## config.mk

```make
export PLATFORM = sky130hd
export DESIGN_NAME = reg_file_mp_flat
export DESIGN_NICKNAME = d
export VERILOG_FILES = /design/src/rtl/reg_file_mp_if.sv /design/src/rtl/reg_file_mp.sv /design/src/flat_wrapper.sv
export SDC_FILE = /design/constraint.sdc
export NUM_CORES = 2
export LEC_CHECK = 0
export CORE_AREA = 2 2 392 394
export DETAILED_ROUTE_END_ITERATION = 16
export DIE_AREA = 0 0 394 396
export GPL_ROUTABILITY_DRIVEN = 0
export PLACE_DENSITY = 0.65
export SLEW_MARGIN = 15
export SYNTH_ARGS = -nofsm -noshare
export SYNTH_HDL_FRONTEND = slang
export SYNTH_SLANG_ARGS = --single-unit
```

## constraint.sdc

```tcl
create_clock -name clk -period 4.3 [get_ports clk]
set_input_delay 0.645 -clock clk [delete_from_list [all_inputs] [get_ports clk]]
set_output_delay 0.645 -clock clk [all_outputs]
set_load 0.01 [all_outputs]
```

## src/rtl/reg_file_mp_if.sv

```systemverilog
`default_nettype none
// ============================================================================
//  Module      : reg_file_mp_if
//  Description : Read/write bus bundle for the multi-port register file.
//                master = decode-stage client, slave = register file.
//  Revision    : 1.0  initial release
// ============================================================================
interface reg_file_mp_if #(
   parameter int WIDTH_ADDR = 5,
   parameter int WIDTH_DATA = 32,
   parameter int NUM_RD     = 2
);
   // Packed read ports: port i sits at [i*WIDTH +: WIDTH]
   logic [NUM_RD*WIDTH_ADDR-1:0] rd_addr;
   logic [NUM_RD*WIDTH_DATA-1:0] rd_data;

   // Write port 0
   logic                         wr_en0;
   logic [WIDTH_ADDR-1:0]        wr_addr0;
   logic [WIDTH_DATA-1:0]        wr_data0;

   // Write port 1 (wins on an address collision with port 0)
   logic                         wr_en1;
   logic [WIDTH_ADDR-1:0]        wr_addr1;
   logic [WIDTH_DATA-1:0]        wr_data1;

   // High while the post-reset clear sequence runs
   logic                         busy;

   modport master (
      output rd_addr,
      output wr_en0, wr_addr0, wr_data0,
      output wr_en1, wr_addr1, wr_data1,
      input  rd_data,
      input  busy
   );

   modport slave (
      input  rd_addr,
      input  wr_en0, wr_addr0, wr_data0,
      input  wr_en1, wr_addr1, wr_data1,
      output rd_data,
      output busy
   );
endinterface
`default_nettype wire

```

## src/rtl/reg_file_mp.sv

```systemverilog
`default_nettype none
// ============================================================================
//  Module      : reg_file_mp
//  Description : Parametrised register file with NUM_RD combinational read
//                ports, two write ports, optional hardwired-zero entry 0,
//                optional same-cycle write-to-read bypass and a sequenced
//                hardware clear of every entry after reset.
//  Revision    : 1.0  initial release
// ============================================================================
module reg_file_mp #(
   parameter int WIDTH_ADDR = 5,   // DEPTH = 2**WIDTH_ADDR entries
   parameter int WIDTH_DATA = 32,  // bits per entry
   parameter int NUM_RD     = 2,   // read ports, 1..4
   parameter int ZERO_REG   = 1,   // 1: entry 0 hardwired to zero
   parameter int BYPASS     = 1    // 1: forward same-cycle write data to reads
) (
   input  logic          clk,
   input  logic          rst,
   reg_file_mp_if.slave  bus
);

   localparam int                    c_depth     = 2**WIDTH_ADDR;
   localparam logic [WIDTH_ADDR-1:0] c_last_addr = '1;
   localparam logic [WIDTH_ADDR-1:0] c_addr_zero = '0;
   localparam logic [WIDTH_ADDR-1:0] c_addr_one  = WIDTH_ADDR'(1);
   localparam bit                    c_zero_en   = (ZERO_REG != 0);
   localparam bit                    c_bypass_en = (BYPASS != 0);

   typedef enum logic [0:0] {
      ST_CLEAR = 1'b0,
      ST_READY = 1'b1
   } state_t;

   state_t                  r_state;
   logic [WIDTH_ADDR-1:0]   r_clr_cnt;
   logic                    r_busy;
   logic [WIDTH_DATA-1:0]   r_regs [c_depth];

   logic                    w_ready;
   logic                    w_wr0_ok;
   logic                    w_wr1_ok;
   logic [WIDTH_ADDR-1:0]   w_port_addr [NUM_RD];
   logic [WIDTH_DATA-1:0]   w_port_data [NUM_RD];
   logic [NUM_RD*WIDTH_DATA-1:0] w_rd_data;

   // A write is live only in READY and, with the zero entry hardwired,
   // only when it does not target address 0.
   assign w_ready  = (r_state == ST_READY);
   assign w_wr0_ok = bus.wr_en0 && w_ready &&
                     !(c_zero_en && (bus.wr_addr0 == c_addr_zero));
   assign w_wr1_ok = bus.wr_en1 && w_ready &&
                     !(c_zero_en && (bus.wr_addr1 == c_addr_zero));

   // Clear sequencer: reset (re)starts the walk at entry 0; the last entry
   // cleared hands over to READY. busy is a flop of its own so the decode
   // stage sees a clean registered stall.
   always_ff @(posedge clk) begin
      if (rst) begin
         r_state   <= ST_CLEAR;
         r_clr_cnt <= '0;
         r_busy    <= 1'b1;
      end else begin
         case (r_state)
            ST_CLEAR: begin
               r_clr_cnt <= r_clr_cnt + c_addr_one;
               if (r_clr_cnt == c_last_addr) begin
                  r_state <= ST_READY;
                  r_busy  <= 1'b0;
               end
            end
            ST_READY: begin
               r_busy <= 1'b0;
            end
            default: begin
               r_state   <= ST_CLEAR;
               r_clr_cnt <= '0;
               r_busy    <= 1'b1;
            end
         endcase
      end
   end

   // Storage: clear walk during CLEAR, otherwise the two write ports.
   // Port 1 is assigned last so it wins when both hit the same entry.
   always_ff @(posedge clk) begin
      if (rst) begin
         r_regs[0] <= '0;
      end else if (!w_ready) begin
         r_regs[r_clr_cnt] <= '0;
      end else begin
         if (w_wr0_ok) begin
            r_regs[bus.wr_addr0] <= bus.wr_data0;
         end
         if (w_wr1_ok) begin
            r_regs[bus.wr_addr1] <= bus.wr_data1;
         end
      end
   end

   // Combinational read ports. Priority, lowest to highest: stored value,
   // port 0 bypass, port 1 bypass, hardwired zero entry, busy blanking.
   always_comb begin
      w_rd_data = '0;
      for (int p = 0; p < NUM_RD; p++) begin
         w_port_addr[p] = bus.rd_addr[p*WIDTH_ADDR +: WIDTH_ADDR];
         w_port_data[p] = r_regs[w_port_addr[p]];
         if (c_bypass_en) begin
            if (w_wr0_ok && (bus.wr_addr0 == w_port_addr[p])) begin
               w_port_data[p] = bus.wr_data0;
            end
            if (w_wr1_ok && (bus.wr_addr1 == w_port_addr[p])) begin
               w_port_data[p] = bus.wr_data1;
            end
         end
         if (c_zero_en && (w_port_addr[p] == c_addr_zero)) begin
            w_port_data[p] = '0;
         end
         if (r_busy) begin
            w_port_data[p] = '0;
         end
         w_rd_data[p*WIDTH_DATA +: WIDTH_DATA] = w_port_data[p];
      end
   end

   assign bus.rd_data = w_rd_data;
   assign bus.busy    = r_busy;

endmodule
`default_nettype wire

```

## src/flat_wrapper.sv

```systemverilog
// flat-port wrapper written by rule: the top's interface ports become plain ports
module reg_file_mp_flat 
#(
   parameter int WIDTH_ADDR = 5,                                   
   parameter int WIDTH_DATA = 32,                   
   parameter int NUM_RD     = 2,                      
   parameter int ZERO_REG   = 1,                                  
   parameter int BYPASS     = 1                                                
)
  (clk, rst, bus_rd_addr, bus_wr_en0, bus_wr_addr0, bus_wr_data0, bus_wr_en1, bus_wr_addr1, bus_wr_data1, bus_rd_data, bus_busy);
  reg_file_mp_if #(.WIDTH_ADDR(WIDTH_ADDR), .WIDTH_DATA(WIDTH_DATA), .NUM_RD(NUM_RD)) bus_i ();
  input  logic clk;
  input  logic rst;
  input wire logic [$bits(bus_i.rd_addr)-1:0] bus_rd_addr;
  input wire logic [$bits(bus_i.wr_en0)-1:0] bus_wr_en0;
  input wire logic [$bits(bus_i.wr_addr0)-1:0] bus_wr_addr0;
  input wire logic [$bits(bus_i.wr_data0)-1:0] bus_wr_data0;
  input wire logic [$bits(bus_i.wr_en1)-1:0] bus_wr_en1;
  input wire logic [$bits(bus_i.wr_addr1)-1:0] bus_wr_addr1;
  input wire logic [$bits(bus_i.wr_data1)-1:0] bus_wr_data1;
  output wire logic [$bits(bus_i.rd_data)-1:0] bus_rd_data;
  output wire logic [$bits(bus_i.busy)-1:0] bus_busy;
  assign bus_i.rd_addr = bus_rd_addr;
  assign bus_i.wr_en0 = bus_wr_en0;
  assign bus_i.wr_addr0 = bus_wr_addr0;
  assign bus_i.wr_data0 = bus_wr_data0;
  assign bus_i.wr_en1 = bus_wr_en1;
  assign bus_i.wr_addr1 = bus_wr_addr1;
  assign bus_i.wr_data1 = bus_wr_data1;
  assign bus_rd_data = bus_i.rd_data;
  assign bus_busy = bus_i.busy;
  reg_file_mp #(.WIDTH_ADDR(WIDTH_ADDR), .WIDTH_DATA(WIDTH_DATA), .NUM_RD(NUM_RD), .ZERO_REG(ZERO_REG), .BYPASS(BYPASS)) u_core (.clk(clk), .rst(rst), .bus(bus_i));
endmodule
```

==> impl_metrics.csv <==
group,metric,value,unit
run_status,status,"finished with violations",
run_status,violations,"setup timing",
cells_and_area,fin_area,0.0708,sq mm
timing,fmax,226,MHz
critical_path,critPathLaunch,"bus_rd_addr[4]",
timing,setup_viol,2,
yosys,synth_top_family_by_area,"multiplexers",
critical_path,crit_type,"in2out",
yosys,syn-cell-area,0.0605,sq mm
floorplan,die_h,396,microns
floorplan,fp.coreArea,0.152,sq mm
yosys,syn_nets,5964,
floorplan,initial_utilization,39.9,%
timing,layout_setup_ws,-0.124,ns
yosys,synth_flop_cell,"edfxtp_1",
routing,final_antenna_net_count,0,
timing,finClkSkew,0.0367,ns
critical_path,r2r_cells,9,
timing,finalHoldViolCount,0,
job,drv_cap,0,
timing,tightestPinTransition,1.04,ns
global_route,grt_max_degree,70,
min_path,min_path_type,"reg2reg",
yosys,yosys-top-cells-area,"edfxtp_1 (51%), mux2i_1 (17%), o21ai_0 (8.2%), nand2_1 (6.8%), a22oi_1 (6.4%)",
routing,routedWlPerCell,30.6,microns
critical_path,cp-end-kind,"output pin",
pwr,seqPwrFrac,49.7,%
pwr,power.density,313,mW/mm^2
yosys,ys_top_cells_by_count,"nand2_1 (1100), mux2i_1 (1026), edfxtp_1 (1024)",
critical_path,reg2reg_slack,1.17,ns
yosys,synth_edf_count,1024,
pwr,p_leak,25.0,nW
yosys,synthSimpleGateAreaFrac,10.2,%
pwr,p_sw,5.36,mW
yosys,yosys.area.top_type,"edfxtp_1",
global_route,overflow,0,
cells_and_area,synthToLayoutAreaGrowth,16.9,%
yosys,yosysTopAreaCellShare,50.8,%
cells_and_area,fillers,13500,
floorplan,num_rows,143,
routing,drt-total-wl,243000,microns
place,portBuffers,152,
critical_path,path_max_fanout,20,
yosys,ys_seq_area_share,51.0,%
pwr,switching_share,24.2,%
floorplan,die_x,394,microns
yosys,synthXorXnorAreaFrac,0.318,%
cells_and_area,drive_gt1_share,11.8,%
routing,first_iter_violations,7834,
global_route,antenna_found_initial,15,
yosys,avgSynthCellArea,10.3,sq um
timing,period_share,103,%
floorplan,ios,153,
place,placedInstanceArea,0.0667,sq mm
clock_network,clock_latency,0.78,ns
critical_path,reg2reg_from,"u_core.r_state",
timing,period_needed,4.42,ns
place,hpwlAfterDp,148000,microns
global_route,grt_pass1_vias,48400,
critical_path,cp.required,3.65,ns
routing,drc,0,
timing,slew_viol_final,0,
yosys,synthAdderAreaFrac,0.0413,%
clock_network,cts_buffers,110,
timing,slew_headroom,30.9,%
critical_path,cp_data_arrival_time,3.78,ns
clock_network,cts-root-buf,"clkbuf_16",
cells_and_area,finalNetCount,5893,
global_route,grtUsageTotal,30.0,%
min_path,holdPathStages,2,
yosys,synth-compound-area-share,16.1,%
clock_network,clock_path_buffers,3,
pwr,post-layout-total-power,22.2,mW
pwr,peakVddDrop,324,uV
pwr,p_clk_share,42.7,%
yosys,netlist-cell-type-count,43,
min_path,hold_end,"u_core.r_clr_cnt[3]",
cells_and_area,multi_input_comb_area,0.0274,sq mm
min_path,hold_path.startpoint,"u_core.r_clr_cnt[3]",
yosys,synth_most_common_cell,"nand2_1",
routing,drt-pass1-iter-count,6,
floorplan,die-area,0.156,sq mm
clock_network,clkTransAtPathRegs,0.07,ns
yosys,synth_warnings,0,
global_route,grt_pass1_wl,340000,microns
yosys,async_flop_share,0,%
yosys,synth_mux_area_share,17.0,%
clock_network,cts_sinks,1031,
cells_and_area,regArea,0.0309,sq mm
pwr,p_comb_share,7.6,%
timing,holdWs,0.550,ns
critical_path,start_kind,"primary input",
yosys,netlist_instances,5874,
clock_network,htreeDepth,3,
clock_network,cts_tree,"built",
yosys,ys_ff_latch,1031,
critical_path,timing.rr.end,"u_core.r_regs[16][13]",
pwr,p_int,16.8,mW
timing,rsz0062_at_grt,"true",
routing,vias,51000,
routing,post_drt_via_cell_ratio,6.43,
[logic make-up after synthesis]
kind of cell / count (synthesis)
compound gates: 1617
xor+xnor: 22
fa+ha+maj: 2
buf+inv: 773
flops: 1031
mux: 1026
simple gates: 1403
[worst max path at each step]
stage	depth (start not counted)	slack, ns	endpoint
global route	11	-0.09	bus_rd_data[24]
floorplan	4	0.82	u_core.r_regs[1][0]
global placement	10	-0.28	bus_rd_data[24]
finish	10	-0.12	bus_rd_data[14]
CTS	10	-0.002	bus_rd_data[1]
detailed placement	10	-0.19	bus_rd_data[24]
[stage by stage]
stage                     instances  setup slack (ns)   TNS, ns  util (%)
after global placement         7697            -0.283     -5.51      44.0
after detailed placement       7697            -0.194     -5.37      44.0
final                          7932            -0.124    -0.176      46.7
after floorplan                5874             0.823         0         -
after CTS                      7915          -0.00240  -0.00505      46.5
after global routing           7928           -0.0943    -0.181      46.7
[placed cells by master, fill, tap and decap left out, types with 12 or more instances in the layout]
master and n:
a22oi_1 510, a32oi_1 64, buf_12 127, buf_4 259, buf_6 14, clkbuf_1 21
clkbuf_16 113, clkdlybuf4s50_1 119, clkinv_1 29, clkinv_2 20, dlymetal6s2s_1 27, edfxtp_1 1024
inv_1 35, mux2i_1 1026, nand2_1 1100, nand4_1 129, nor3_2 24, nor4bb_4 12
o21ai_0 992, o21bai_4 32, or4_1 39, or4_4 26, xnor2_1 17
[registers in the layout, summed over array words and instances (netlist names)]
name,count
u_core.r_regs,1024
u_core.r_clr_cnt,5
u_core.bus.busy,1
u_core.r_state,1
[critical path, stage by stage]
cell and delay, ns:
clkdlybuf4s50_1 0.44, buf_12 0.17, buf_4 0.19, and4_2 0.29, buf_12 0.18, a22oi_1 0.28
nand4_1 0.34, or4_1 0.58, nand2_1 0.07, clkdlybuf4s50_1 0.54
[per-layer routing]
layer	vias up	track usage, %	part of all wire (%)
met1	24700	38.1	36
met4	8	16.2	6.1
met2	3698	46.7	44
met5	-	0	0.020
met3	745	7.76	13
li1	21800	-	-
[cell type report]
class	instances	share of cell area [%]
clock inverters	74	0.948
flip-flops and latches	1031	43.7
clock buffers	131	4.00
well taps	2030	3.59
diodes	6	0.0212
multi-input cells	4070	38.7
repair buffers	555	8.92
inverters	35	0.186
[power by group through the flow]
| stage | Sequential (mW) | Clock [mW] | Combinational, mW |
|---|---|---|---|
| 2_1_floorplan | 11.2 | 0 | 0.912 |
| 3_3_place_gp | 11.2 | 0 | 1.60 |
| 3_5_place_dp | 11.2 | 0 | 1.62 |
| 4_1_cts | 11.0 | 9.46 | 1.63 |
| 5_1_grt | 11.0 | 9.86 | 1.72 |
| 6_report | 11.0 | 9.47 | 1.68 |
[repair_timing]
action	in CTS	in global routing
setup endpoints to repair	53	46
gates resized for setup	26	52
hold buffers	0	0
pin swaps	7	8
setup buffers	10	8
cloned	3	3
Power figures use the tool's default switching activity.
